### config.mk
export PLATFORM = sky130hd
export DESIGN_NAME = ram_arbiter
export DESIGN_NICKNAME = d
export VERILOG_FILES = /design/src/rtl/ram_arb_pkg.sv /design/src/rtl/ram_arb_rr.sv /design/src/rtl/ram_arbiter.sv
export SDC_FILE = /design/constraint.sdc
export NUM_CORES = 1
export LEC_CHECK = 0
export CAP_MARGIN = 10
export CELL_PAD_IN_SITES_DETAIL_PLACEMENT = 1
export CELL_PAD_IN_SITES_GLOBAL_PLACEMENT = 2
export CORE_MARGIN = 2
export CORE_UTILIZATION = 19
export DETAILED_ROUTE_END_ITERATION = 10
export GPL_TIMING_DRIVEN = 0
export PLACE_DENSITY = 0.82
export SKIP_CTS_REPAIR_TIMING = 1
export SLEW_MARGIN = 30
export SYNTH_ARGS = -nofsm -noshare
export SYNTH_HDL_FRONTEND = slang
export SYNTH_SLANG_ARGS = --single-unit
export TNS_END_PERCENT = 5
### constraint.sdc
create_clock -name clk -period 1.35 [get_ports clk]
set_input_delay 0.2025 -clock clk [delete_from_list [all_inputs] [get_ports clk]]
set_output_delay 0.2025 -clock clk [all_outputs]
set_load 0.03 [all_outputs]
### src/rtl/ram_arb_pkg.sv
// Shared types and default sizes for the two-requester RAM arbiter.
package ram_arb_pkg;

  localparam int DEF_ADDR_WIDTH = 4;
  localparam int DEF_DATA_WIDTH = 8;
  localparam int DEF_RD_LATENCY = 1;

  typedef enum logic {
    OWN_A = 1'b0,
    OWN_B = 1'b1
  } owner_t;

  typedef struct packed {
    logic                      we;
    logic [DEF_ADDR_WIDTH-1:0] addr;
    logic [DEF_DATA_WIDTH-1:0] wdata;
  } ram_cmd_t;

  typedef struct packed {
    logic   valid;
    owner_t owner;
  } rd_tag_t;

  function automatic owner_t other_side(input owner_t o);
    return (o == OWN_A) ? OWN_B : OWN_A;
  endfunction

endpackage

### src/rtl/ram_arb_rr.sv
// Two-way round-robin grant with a priority pointer that moves only on a grant.
module ram_arb_rr
  import ram_arb_pkg::*;
(
  input  logic clk,
  input  logic rst_n,
  input  logic a_req_i,
  input  logic b_req_i,
  output logic a_gnt_o,
  output logic b_gnt_o
);

  owner_t ptr_q, ptr_d;

  // Grants are gated by reset so every output reads 0 while rst_n is low.
  always_comb begin
    a_gnt_o = rst_n & a_req_i & (~b_req_i | (ptr_q == OWN_A));
    b_gnt_o = rst_n & b_req_i & (~a_req_i | (ptr_q == OWN_B));
    ptr_d   = ptr_q;
    if (a_gnt_o)      ptr_d = other_side(OWN_A);
    else if (b_gnt_o) ptr_d = other_side(OWN_B);
  end

  always_ff @(posedge clk or negedge rst_n) begin
    if (!rst_n) ptr_q <= OWN_A;
    else        ptr_q <= ptr_d;
  end

endmodule

### src/rtl/ram_arbiter.sv
// Round-robin sequencer in front of ram_rtl: registers one command per cycle
// onto the RAM strobes and steers each read word back to its issuer.
module ram_arbiter
  import ram_arb_pkg::*;
#(
  parameter int ADDR_WIDTH = DEF_ADDR_WIDTH,
  parameter int DATA_WIDTH = DEF_DATA_WIDTH,
  parameter int RD_LATENCY = DEF_RD_LATENCY
) (
  input  logic                  clk,
  input  logic                  rst,
  input  logic                  a_req,
  input  logic                  a_we,
  input  logic [ADDR_WIDTH-1:0] a_addr,
  input  logic [DATA_WIDTH-1:0] a_wdata,
  output logic                  a_gnt,
  output logic                  a_rvalid,
  output logic [DATA_WIDTH-1:0] a_rdata,
  input  logic                  b_req,
  input  logic                  b_we,
  input  logic [ADDR_WIDTH-1:0] b_addr,
  input  logic [DATA_WIDTH-1:0] b_wdata,
  output logic                  b_gnt,
  output logic                  b_rvalid,
  output logic [DATA_WIDTH-1:0] b_rdata,
  output logic                  ram_rd_enable,
  output logic                  ram_wr_enable,
  output logic [ADDR_WIDTH-1:0] ram_rd_address,
  output logic [ADDR_WIDTH-1:0] ram_wr_address,
  output logic [DATA_WIDTH-1:0] ram_data_in,
  input  logic [DATA_WIDTH-1:0] ram_data_out
);

  logic                  rd_en_q, rd_en_d, wr_en_q, wr_en_d;
  logic [ADDR_WIDTH-1:0] rd_addr_q, rd_addr_d, wr_addr_q, wr_addr_d;
  logic [DATA_WIDTH-1:0] data_q, data_d;
  owner_t                owner_q, owner_d;
  rd_tag_t               tag_q [RD_LATENCY];

  logic                  accept;
  logic                  cmd_we;
  logic [ADDR_WIDTH-1:0] cmd_addr;
  logic [DATA_WIDTH-1:0] cmd_wdata;

  ram_arb_rr u_rr (
    .clk     (clk),
    .rst_n   (rst),
    .a_req_i (a_req),
    .b_req_i (b_req),
    .a_gnt_o (a_gnt),
    .b_gnt_o (b_gnt)
  );

  always_comb begin
    accept    = a_gnt | b_gnt;
    cmd_we    = a_gnt ? a_we    : b_we;
    cmd_addr  = a_gnt ? a_addr  : b_addr;
    cmd_wdata = a_gnt ? a_wdata : b_wdata;
    rd_en_d   = accept & ~cmd_we;
    wr_en_d   = accept &  cmd_we;
    rd_addr_d = rd_en_d ? cmd_addr  : rd_addr_q;
    wr_addr_d = wr_en_d ? cmd_addr  : wr_addr_q;
    data_d    = wr_en_d ? cmd_wdata : data_q;
    owner_d   = owner_q;
    if (rd_en_d) owner_d = a_gnt ? OWN_A : OWN_B;
  end

  // Tag stage 0 is loaded from the strobe actually presented to the RAM, so the
  // last stage lines up with ram_data_out RD_LATENCY cycles later.
  always_ff @(posedge clk or negedge rst) begin
    if (!rst) begin
      rd_en_q   <= 1'b0;
      wr_en_q   <= 1'b0;
      rd_addr_q <= '0;
      wr_addr_q <= '0;
      data_q    <= '0;
      owner_q   <= OWN_A;
      for (int i = 0; i < RD_LATENCY; i++) tag_q[i] <= '{valid: 1'b0, owner: OWN_A};
    end else begin
      rd_en_q   <= rd_en_d;
      wr_en_q   <= wr_en_d;
      rd_addr_q <= rd_addr_d;
      wr_addr_q <= wr_addr_d;
      data_q    <= data_d;
      owner_q   <= owner_d;
      tag_q[0]  <= '{valid: rd_en_q, owner: owner_q};
      for (int i = 1; i < RD_LATENCY; i++) tag_q[i] <= tag_q[i-1];
    end
  end

  always_comb begin
    ram_rd_enable  = rd_en_q;
    ram_wr_enable  = wr_en_q;
    ram_rd_address = rd_addr_q;
    ram_wr_address = wr_addr_q;
    ram_data_in    = data_q;
    a_rvalid       = tag_q[RD_LATENCY-1].valid & (tag_q[RD_LATENCY-1].owner == OWN_A);
    b_rvalid       = tag_q[RD_LATENCY-1].valid & (tag_q[RD_LATENCY-1].owner == OWN_B);
    a_rdata        = a_rvalid ? ram_data_out : '0;
    b_rdata        = b_rvalid ? ram_data_out : '0;
  end

endmodule

==> results.ini <==
[status]
outcome=finished, violations left
violations=negative setup slack

[power]
p_sw_uw=912
p_int_mw=1.87
power.density_mw_per_mm2=1200
clkPwrFrac=0.218
seqPwrFrac=0.330
max-vdd-ir-drop_uv=616
p_leak_nw=1.28
switching_share=0.327
p_comb_frac=0.452

[floorplan]
chipWidth_um=83.6
core.rowCount=29
die_area_sq_mm=0.00699
dieHeight_um=83.6
core_sq_mm=0.00624
start_util=0.193
pin_count=76

[worst_setup_path]
rr_worst_depth=5
crit_arrival_ns=1.71
worstSetupPathType=flip-flop to flip-flop
start_kind=flip-flop
cp_max_fo=5
worst_path_max_delay_cell=dfrtp_2
worst_ep_required_time_ns=1.50
worstPathBufferInverterCount=1
cp-end-kind=flip-flop
cp_cell_sequence=nand2_2 > nand3_4 > clkbuf_16 > mux2_4 > mux2_4
path_common_cell=mux2_4
slowest_delay_ns=0.45
r2r_slack_ns=-0.21
crit_family=multiplexers
worstReg2RegEnd=ram_data_in[0]$_DFFE_PN0P_
r2r_start=u_rr.ptr_q$_DFFE_PN0P_

[clock_network]
clk_pin_slew_ns=0.08
cts_tree=built
cts.sinks=22
cts.htree.levels=1
cts.path.max_buffers=2
numCtsBuffers=3
clk_latency_ns=0.26
cts-root-buf=clkbuf_8

[drt]
avgRoutedWirePerCell_um=14.1
viasPerCell=4.11
wirelength_um=3520
drc=0
first_iter_violations=33
drtAntennaViolNets=0
via_count=1024
first_pass_iters=2

[synthesis]
synth_area_leaders=dfrtp_1 46%, mux2_4 26%, mux2_2 6.5%, and2_1 4.7%, and3_1 4.2%
yosys.area.top_type_share=0.457
syn_inst=85
synth.most_common_cell=dfrtp_1
async_flop_share=1.00
synthDistinctLibCells=19
synth_edf_count=0
syn_area_per_cell_sq_um=14.2
ys_warn_count=0
syn-num-nets=123
synth_ff_type=dfrtp_1
netlist_top_cells_count=22 x dfrtp_1, 21 x mux2_4, 9 x and2_1
synth-seq-cells=22
synth-seq-area-share=0.457
syn_area_sq_mm=0.00120
yosys.area.top_type=dfrtp_1

[min_path]
hold_depth=2
worstHoldEndpoint=u_rr.ptr_q$_DFFE_PN0P_
holdCritStartpoint=rst
min_path_type=primary input to flip-flop

[timing]
rsz0062_at_grt=true
slew_headroom=0.717
drv_slew=0
fin_setup_tns_ns=-4.04
finalCritPeriodShare=1.16
setup_viol=35
final_hold_viol_count=0
fmax_ghz=0.641
clock_skew_ns=0.00467
worst_slack_ns=-0.211
tightest_slew_ns=0.425
min_period_ns=1.56

[place]
dpl.cell_count=237
finalWeightedCongestion=0.779
portBuffers=75
placed_cell_area_sq_mm=0.00205
pre_cts_ws_ns=-0.638
hpwl_um=2610

[grt]
grt_pass1_wl_um=5300
antenna_found_initial=0
grt_pass1_vias=1057
grt.overflow.total=0
grt_max_degree=28
grtUsageTotal=0.0928

[final_layout]
design_area_sq_mm=0.00231
antenna_cells=0
drive_above_1_share=0.471
nNetsFinal=211
synthToLayoutAreaGrowth_pct=92.1
fin_cells=249

[job]
cap_violations=0

## final cells by class
class | instances | area [sq um]
Clock buffer | 3 | 41.3
Timing Repair Buffer | 83 | 873
Clock inverter | 1 | 30.0
Sequential cell | 22 | 554
Multi-Input combinational cell | 56 | 651
Buffer | 3 | 51.3
Tap cell | 77 | 96.3
Inverter | 4 | 17.5
Fill cell | 668 | 3930
## power groups by stage
stage / registers (mW) / logic, mW / clock network [mW]
2_1_floorplan: 1.20 / 0.401 / 0
3_3_place_gp: 0.935 / 1.21 / 0
3_5_place_dp: 0.939 / 1.22 / 0
4_1_cts: 0.929 / 1.22 / 0.628
5_1_grt: 0.949 / 1.33 / 0.655
6_report: 0.919 / 1.26 / 0.607
## logic make-up (layout without fill, tap and decap cells)
logic type             Yosys count  count (layout)  synth area share
muxes                           28              28             0.327
DFF                             22              22             0.457
buffers and inverters            7              94            0.0343
AOI/OAI and AO/OA                6               6            0.0644
and+or+nand+nor                 22              22             0.117
## flip-flops by register name, summed over array words and instances (netlist names)
register        flops
ram_wr_enable       1
u_rr.ptr_q          1
ram_data_in         8
ram_rd_address      4
tag_q               2
ram_rd_enable       1
owner_q             1
ram_wr_address      4
## cells in the final DEF (no fill, tap or decap)
cell type and count:
inv_4 1, o21ai_4 1, mux2_2 7, inv_1 3, and3_1 8, dfrtp_1 19, nand3_4 1, clkdlybuf4s50_1 34
o2bb2a_4 1, nand2_2 1, a21oi_1 1, and2_4 8, nor2b_4 1, buf_2 9, mux2_4 21, clkbuf_4 1
and2_1 1, o32ai_4 1, buf_6 11, o22a_2 1, buf_4 4, clkbuf_16 1, buf_12 4, nand2_1 1
dfrtp_2 3, dlygate4sd3_1 1, nor2_1 1, dlymetal6s2s_1 21, clkbuf_8 3, bufinv_16 1, a31oi_1 1
## through the flow
step	util	total power [mW]	hold WS [ns]
5_1_grt	0.371	2.93	0.244
2_1_floorplan	-	1.60	-0.0931
3_5_place_dp	0.329	2.16	0.253
6_report	0.371	2.78	0.238
4_1_cts	0.340	2.78	-0.0398
3_3_place_gp	0.329	2.14	0.355
## layer usage
metal | up-vias | routed length [um] | global-route usage
met5 | - | 0 | 0
met3 | 0 | 317 | 0.0317
li1 | 477 | - | -
met2 | 60 | 1700 | 0.157
met4 | 0 | 0 | 0.0132
met1 | 487 | 1500 | 0.117
## how the worst max path moves through the flow
stage / startpoint / end / slack [ns] / cells past startpoint
final: u_rr.ptr_q$_DFFE_PN0P_ / ram_data_in[0]$_DFFE_PN0P_ / -0.21 / 5
after detailed placement: rst / a_gnt / -0.64 / 4
after global placement: rst / ram_rd_address[2]$_DFFE_PN0P_ / -1.53 / 5
after CTS: tag_q[1]$_DFF_PN0_ / a_rdata[1] / -0.74 / 4
after floorplan: u_rr.ptr_q$_DFFE_PN0P_ / ram_data_in[0]$_DFFE_PN0P_ / -0.13 / 6
after global routing: u_rr.ptr_q$_DFFE_PN0P_ / ram_rd_address[0]$_DFFE_PN0P_ / -0.26 / 5
No activity file was read; power rests on OpenSTA's default activity.
